[src/rtl/even_odd_pkg.sv]
// Shared definitions for the even-ones / consecutive-zeros link:
// transmitter FSM encoding, detector FSM encoding and frame-length helper.
package even_odd_pkg;

    // Transmitter states (2-bit encoding).
    typedef enum logic [1:0] {
        ST_IDLE  = 2'd0,
        ST_SHIFT = 2'd1,
        ST_PAR   = 2'd2,
        ST_TERM  = 2'd3
    } tx_state_e;

    // Detector states: parity of ones seen so far crossed with the trailing-zero run.
    typedef enum logic [1:0] {
        DET_EVEN      = 2'd0,
        DET_ODD       = 2'd1,
        DET_EVEN_Z1   = 2'd2,
        DET_EVEN_ZZ   = 2'd3
    } det_state_e;

    localparam int BUSY_W = 6;
    localparam int CNT_W  = 5;

    // Total frame length: payload, one parity bit, then the zero terminator.
    function automatic int frame_len(input int data_w, input int term_zeros);
        return data_w + 1 + term_zeros;
    endfunction

    localparam int FRAME_LEN_DEFAULT = frame_len(8, 2);

endpackage

[src/rtl/even_odd_seq_tx.sv]
// Serial frame transmitter: MSB-first payload, even-parity bit, then a run of
// zeros. All outputs come from registered state only.
module even_odd_seq_tx
    import even_odd_pkg::*;
#(
    parameter int DATA_W     = 8,
    parameter int TERM_ZEROS = 2
) (
    input  logic              clk,
    input  logic              reset,
    input  logic              start,
    input  logic [DATA_W-1:0] data,
    output logic              ready,
    output logic              x,
    output logic              x_valid,
    output logic              done,
    output logic [BUSY_W-1:0] busy_bits
);

    localparam int                FRAME_LEN = frame_len(DATA_W, TERM_ZEROS);
    localparam logic [BUSY_W-1:0] BUSY_INIT = BUSY_W'(FRAME_LEN);
    localparam logic [CNT_W-1:0]  CNT_SHIFT = CNT_W'(DATA_W - 1);
    localparam logic [CNT_W-1:0]  CNT_TERM  = CNT_W'(TERM_ZEROS - 1);

    tx_state_e         state_q, state_d;
    logic [DATA_W-1:0] shift_q, shift_d;
    logic              par_q,   par_d;
    logic [CNT_W-1:0]  cnt_q,   cnt_d;
    logic [BUSY_W-1:0] busy_q,  busy_d;
    logic              done_q,  done_d;

    // Next-state logic: handshake, shifting, parity accumulation and counters.
    always_comb begin
        state_d = state_q;
        shift_d = shift_q;
        par_d   = par_q;
        cnt_d   = cnt_q;
        busy_d  = busy_q;
        done_d  = 1'b0;
        case (state_q)
            ST_IDLE: begin
                if (start) begin
                    state_d = ST_SHIFT;
                    shift_d = data;
                    par_d   = 1'b0;
                    cnt_d   = CNT_SHIFT;
                    busy_d  = BUSY_INIT;
                end
            end
            ST_SHIFT: begin
                shift_d = {shift_q[DATA_W-2:0], 1'b0};
                par_d   = par_q ^ shift_q[DATA_W-1];
                busy_d  = busy_q - 1'b1;
                if (cnt_q == '0) begin
                    state_d = ST_PAR;
                end else begin
                    cnt_d = cnt_q - 1'b1;
                end
            end
            ST_PAR: begin
                state_d = ST_TERM;
                cnt_d   = CNT_TERM;
                busy_d  = busy_q - 1'b1;
            end
            ST_TERM: begin
                busy_d = busy_q - 1'b1;
                if (cnt_q == '0) begin
                    state_d = ST_IDLE;
                    done_d  = 1'b1;
                end else begin
                    cnt_d = cnt_q - 1'b1;
                end
            end
            default: state_d = ST_IDLE;
        endcase
    end

    // Control registers: reset abandons any frame in flight.
    always_ff @(posedge clk) begin
        if (reset) begin
            state_q <= ST_IDLE;
            busy_q  <= '0;
            done_q  <= 1'b0;
        end else begin
            state_q <= state_d;
            busy_q  <= busy_d;
            done_q  <= done_d;
        end
    end

    // Datapath registers: only meaningful once loaded on acceptance.
    always_ff @(posedge clk) begin
        shift_q <= shift_d;
        par_q   <= par_d;
        cnt_q   <= cnt_d;
    end

    // Output decode from registered state.
    always_comb begin
        ready     = (state_q == ST_IDLE);
        x_valid   = (state_q != ST_IDLE);
        done      = done_q;
        busy_bits = busy_q;
        x         = 1'b0;
        case (state_q)
            ST_SHIFT: x = shift_q[DATA_W-1];
            ST_PAR:   x = par_q;
            default:  x = 1'b0;
        endcase
    end

endmodule

[config.mk]
export PLATFORM = sky130hd
export DESIGN_NAME = even_odd_seq_tx
export DESIGN_NICKNAME = d
export VERILOG_FILES = /design/src/rtl/even_odd_pkg.sv /design/src/rtl/even_odd_seq_tx.sv
export SDC_FILE = /design/constraint.sdc
export NUM_CORES = 1
export LEC_CHECK = 0
export BUFFER_PORTS_ARGS = -buffer_cell sky130_fd_sc_hd__buf_2
export CAP_MARGIN = 0
export CORE_ASPECT_RATIO = 0.75
export CORE_MARGIN = 2
export CORE_UTILIZATION = 49
export DETAILED_ROUTE_END_ITERATION = 12
export PLACE_DENSITY = 0.74
export SLEW_MARGIN = 20
export SYNTH_ARGS = -nofsm -noshare
export SYNTH_HDL_FRONTEND = slang
export SYNTH_SLANG_ARGS = --single-unit
[constraint.sdc]
create_clock -name clk -period 1.9 [get_ports clk]
set_input_delay 0.19 -clock clk [delete_from_list [all_inputs] [get_ports clk]]
set_output_delay 0.19 -clock clk [all_outputs]
set_load 0.01 [all_outputs]
==> metrics.txt, run 1 <==
run status finished clean; RSZ-0062 raised after global routing false; clk_skew approximately 0.0014 ns; clock-pin transition on the worst setup and hold timing paths around 0.12 ns; # hold bufs at CTS 0; Root Driver clkbuf_4; CTS tree yes; Syn Inst Count 100; clock latency on the worst-skew pair between 0.3 and 0.4 ns; TritonRoute pass-1 iters 4; crit-path max FO 8; Unique masters post-synth 37; crit path kind register to output pin; worst vdd ir 0.711 mV; cell-internal power 1.36 mW; Mapped Area 1180 um^2; Hold Vio Cnt, Final 0; part of the Yosys area used for sequential elements 50.8%; Hold Slack ~0.16 ns; HP Class input pin to register; Critical Path AT roughly 1.6 ns; setup_tns 0 ns; # diodes 0; gpl congestion 0.800; hpwl dp roughly 1.7 mm; Tot GR Track Use 16.7%; Post-Syn Nets roughly 120; largest net degree at the start of global routing 14; Min Clock Period, post-route between 1.5 and 2 ns; FMAX around 580 MHz; DRC Markers 0; leakage power approximately 0.57 nW; Slew HR between 70 and 80%; Slew Limit Fails 0; Filler cells roughly 200; vias in the first global route approximately 750; Routed Antenna Nets 0; Net Sw Frac between 30 and 40%; worst path required time 1.71 ns; Vias between 800 and 900; Final period util approximately nine tenths; Setup violations, final 0; port bufs 20; Comb power frac between 40% and 50%; most frequent cells in the layout buf_2 (20), edfxtp_1 (14), inv_1 (9); share of total power in sequential cells about 44%; Initial Utilization between 50% and 60%; initial antenna violation count 0; first-pass GRT wire length around 3.4 mm; total gr overflow 0; Clock power frac approximately 10%; commonest non-fill, non-tap cell in the layout buf_2; die area approximately 2800 um^2; top post-synthesis cells by area edfxtp_1 (36%), dfxtp_1 (15%), ha_1 (7.4%), mux2_2 (6.7%), xnor2_1 (3.0%); drt wl/cell 13.5 um; Via-to-Cell Ratio 5.27; Slew @ Worst Pin around 0.37 ns; Die Y approximately 47 um; layout cells sized above 1 34.4%; clk buf depth 2; Die X-Extent around 61 um; IO Count 21; max cap viols 0; H-tree depth 1; DR iter-0 viols 42; switching power about 860 uW; startpoint class of the critical path register; core area between 2000 and 2500 um^2; share of the synthesized area in the top cell type between 30% and 40%; Nets 144; CTS buffer count 3; TritonCTS Sinks 23; syn avg cell area about 12 um^2; num rows 15; Layout area overhead 16.4%; CP Capture Type output pin; post-CTS setup buffers 0; Yosys top cell by area edfxtp_1; FF+latch count, synth 23; Warnings, synthesis 0; Pwr Density approximately 1600 nW/um^2; total wire length 2.15 mm
## logic make-up after synthesis
family,count (synthesis),share of synthesized area (%)
xor+xnor,4,2.96
simple gates,23,12.5
mux,7,6.67
buf+inv,13,4.34
fa+ha+maj,7,7.41
flops,23,50.8
compound gates,23,15.3
## synthesized netlist by cell type
cell	n
or4b_1	1
nand2_1	1
o2111ai_1	1
nor3b_1	1
o21a_1	3
inv_1	9
o21ai_0	3
buf_2	2
nor4b_4	1
a21o_1	1
mux2_2	7
nand2b_1	1
o211ai_1	1
nor2_1	7
a22oi_1	1
a311oi_1	1
a31oi_1	1
nor3_1	4
buf_1	1
ha_1	7
a211o_1	1
nor2b_1	3
a21oi_1	3
or2_2	1
or4_1	1
and3_1	1
o311ai_1	1
dfxtp_1	9
a221oi_1	1
o211a_1	1
or4_4	1
a211oi_1	2
xnor2_1	4
edfxtp_1	14
o41ai_2	1
o2111ai_2	1
clkbuf_1	1
## what timing repair did
item,in CTS,in global routing
resized for setup,1,1
endpoints found under the hold margin,0,0
endpoints found under the setup margin,1,1
## worst max-delay path, stage by stage (launching register included)
cell	delay, ns
dfxtp_2	0.40
inv_1	0.09
ha_2	0.25
buf_4	0.17
inv_1	0.15
buf_2	0.16
## flip-flops by register name (all words and copies together) (netlist names)
| signal | count |
|---|---|
| busy_bits | 6 |
| cnt_q | 5 |
| done | 1 |
| par_q | 1 |
| shift_q | 8 |
| state_q | 2 |
## power by group through the flow
stage                     sequential [mW]  combinational [mW]  clock [mW]
after floorplan                     0.975               0.681           0
after global placement              0.964               0.988           0
after detailed placement            0.976                1.02           0
after CTS                           0.966                1.02       0.231
after global routing                0.990                1.15       0.253
final                               0.964                1.03       0.221
## path summary, 6_finish.rpt
check	cells past startpoint	from	endpoint	slack, ns
max	5	state_q[0]	x_valid	0.16
min	2	data[0]	shift_q[0]	0.16
max reg2reg	4	cnt_q[0]	cnt_q[0]	0.21
min reg2reg	1	busy_bits[5]	busy_bits[5]	0.52
## metal layers
layer,up-vias,track usage (%),routed length [um]
li1,421,-,-
met1,397,21.7,1010
met5,-,0,0
met4,0,3.91,17
met3,4,5.06,97
met2,16,27.3,1020
## per-stage QoR
| stage | utilization (%) | setup slack, ns | area, um^2 | total power, mW | std cells |
|---|---|---|---|---|---|
| 4_1_cts | 60.0 | 0.0843 | 1370 | 2.22 | 159 |
| 6_report | 60.1 | 0.162 | 1380 | 2.21 | 159 |
| 3_5_place_dp | 58.7 | 0.180 | 1350 | 1.99 | 155 |
| 5_1_grt | 60.1 | 0.0447 | 1380 | 2.39 | 159 |
| 3_3_place_gp | 58.7 | 0.251 | 1350 | 1.95 | 155 |
| 2_1_floorplan | - | 0.107 | 1180 | 1.66 | 100 |
## area by class of cell
class	instances	area, um^2	area share, %
clock buffers	3	22.5	1.64
clock inverters	1	5.00	0.364
inverters	9	33.8	2.45
multi-input cells	64	533	38.7
flip-flops and latches	23	602	43.7
well taps	34	42.5	3.09
repair buffers	25	138	10.0
Power figures use the tool's default switching activity.
==> inputs of run 2 (changes only) <==
CORE_ASPECT_RATIO = 1.2   (was 0.75)
==> run 2 against run 1 <==
Compared with the run above: largest power group unchanged; critical path depth up 1; wire length down 11%; maximum frequency down 0.11%; clock skew up 0.0011 ns; register-to-register slack worse by 0.03 ns; die area about the same; critical endpoint is now x; core utilization down 0.13 points.
==> metrics.txt, run 2 (synthesis gave the netlist of run 1 again) <==
run status finished clean; worst vdd ir 1.02 mV (+44%); post-CTS setup buffers 0 (unchanged); Slew Limit Fails 0 (unchanged); R2R depth 5 (+1); Nets 144 (unchanged); Routed Antenna Nets 0 (unchanged); Comb power frac 45.9% (-0.6 points); # hold bufs at CTS 0 (unchanged); core area 2280 um^2 (-0.33%); Min Clock Period, post-route 1.74 ns (+0.00194 ns); R2R Setup Slk 0.18 ns (-0.03 ns); DR iter-0 viols 13 (-69%); Pwr Density 1590 nW/um^2 (-1.4%); hold path endpoint shift_q[0]; initial antenna violation count 0 (unchanged); total gr overflow 0 (unchanged); crit-path max FO 11 (+3); max FFs per register 8 (unchanged); Util after Layout 60.0% (-0.13 points); Filler cells 213 (+4.9%); TritonCTS Sinks 23 (unchanged); # diodes 0 (unchanged); largest net degree at the start of global routing 14 (unchanged); Multi-input gate area 531 um^2 (-0.47%); clock-pin transition on the worst setup and hold timing paths 0.12 ns (about the same); die area 2820 um^2 (about the same); first-pass GRT wire length 3.47 mm (+2.6%); startpoint class of the critical path register; clock latency on the worst-skew pair 0.30 ns (about the same); DRC Markers 0 (unchanged); CTS buffer count 3 (unchanged); total wire length 1.90 mm (-11%); clk buf depth 2 (unchanged); share of total power in sequential cells 44.2% (+0.7 points); commonest non-fill, non-tap cell in the layout buf_2; Slew HR 78.0% (+2.8 points); Die Y 57.8 um (+24%); CP Capture Type output pin; HP Class input pin to register; leakage power 0.568 nW (+0.14%); hold path depth 2 (unchanged); cell-internal power 1.34 mW (-0.84%); Die X-Extent 48.8 um (-20%); worst path required time 1.71 ns (about the same); Via-to-Cell Ratio 5.40 (+2.5%); max cap viols 0 (unchanged); Net Sw Frac 38.1% (-0.70 points); clk_skew 0.00254 ns (+0.00113 ns); Post-CTS Resized 0 (-1); vias in the first global route 840 (+12%); IO Count 21 (unchanged); Root Driver clkbuf_4; num rows 19 (+4); RSZ-0062 raised after global routing false; CTS tree yes; Setup violations, final 0 (unchanged); register area 601 um^2 (-0.21%); Slew @ Worst Pin 0.329 ns (-0.0425 ns); crit path kind register to output pin; Tot GR Track Use 15.4% (-1.2 points); setup_tns 0 ns (unchanged); Critical R2R Launch state_q[0]; layout cells sized above 1 32.8% (-1.6 points); H-tree depth 1 (unchanged); gpl congestion 0.762 (-4.7%); hold path start data[0]; worst r2r dst busy_bits[5]; drt wl/cell 12.2 um (-9.6%); Hold Vio Cnt, Final 0 (unchanged); Clock power frac 9.9% (about the same); Layout area overhead 15.8%; port bufs 20 (unchanged); register with the most flip-flops shift_q; FMAX 575 MHz (-0.11%); TritonRoute pass-1 iters 4 (unchanged); hpwl dp 1.45 mm (-12%); switching power 827 uW (-3.7%); Final period util 91.6% (+0.10 points); most frequent cells in the layout buf_2 (20), edfxtp_1 (14), inv_1 (9), dfxtp_1 (9); Vias 843 (+0.60%); Critical Path AT 1.55 ns (about the same); Initial Utilization 51.8% (+0.17 points)
## run 2: cell counts in the layout (fill, tap and decap cells not counted)
No cell type changed its count.
## run 2: per-stage QoR
stage | cell area (um^2) | cells | setup WS [ns] | power [mW] | hold WS, ns
final | 1370 | 156 | 0.160 | 2.17 | 0.175
after global routing | 1370 | 156 | 0.0311 | 2.36 | 0.169
after CTS | 1370 | 156 | 0.146 | 2.19 | 0.169
after detailed placement | 1340 | 152 | 0.197 | 1.97 | 0.496
after global placement | 1340 | 152 | 0.231 | 1.94 | 0.484
after floorplan | 1180 | 100 | 0.107 | 1.66 | 0.399
## run 2: final cells by class
type	count	share of cell area, %
clock inverter	1	0.366
inverter	9	2.47
timing repair buffer	25	10.1
tap	31	2.83
multi-input combinational	64	38.8
sequential	23	43.9
clock buffer	3	1.65
## run 2: worst max-delay path: stages (launching register included)
cell and delay [ns]:
dfxtp_1 0.38, inv_1 0.11, ha_1 0.21, buf_4 0.18, a22oi_1 0.17, nor2b_1 0.07, buf_2 0.14
## run 2: worst max-delay path by stage
stage | startpoint | cells after the start | to
6_report | state_q[1] | 6 | x
4_1_cts | state_q[1] | 6 | x
2_1_floorplan | state_q[0] | 4 | par_q
5_1_grt | state_q[1] | 6 | x
3_5_place_dp | state_q[0] | 5 | busy_bits[5]
3_3_place_gp | state_q[0] | 5 | busy_bits[5]
## run 2: per-layer routing
metal	vias up	global-route usage (%)	wire (um)
li1	422	-	-
met1	397	20.3	882
met2	22	27.0	928
met3	2	1.55	71
met4	0	4.90	19
met5	-	0	0
## run 2: power groups by stage
stage / Clock, mW / Sequential [mW] / Combinational (mW)
finish: 0.215 / 0.959 / 0.997
CTS: 0.223 / 0.959 / 1.01
global placement: 0 / 0.962 / 0.980
detailed placement: 0 / 0.970 / 0.998
global route: 0.239 / 0.993 / 1.13
floorplan: 0 / 0.975 / 0.681
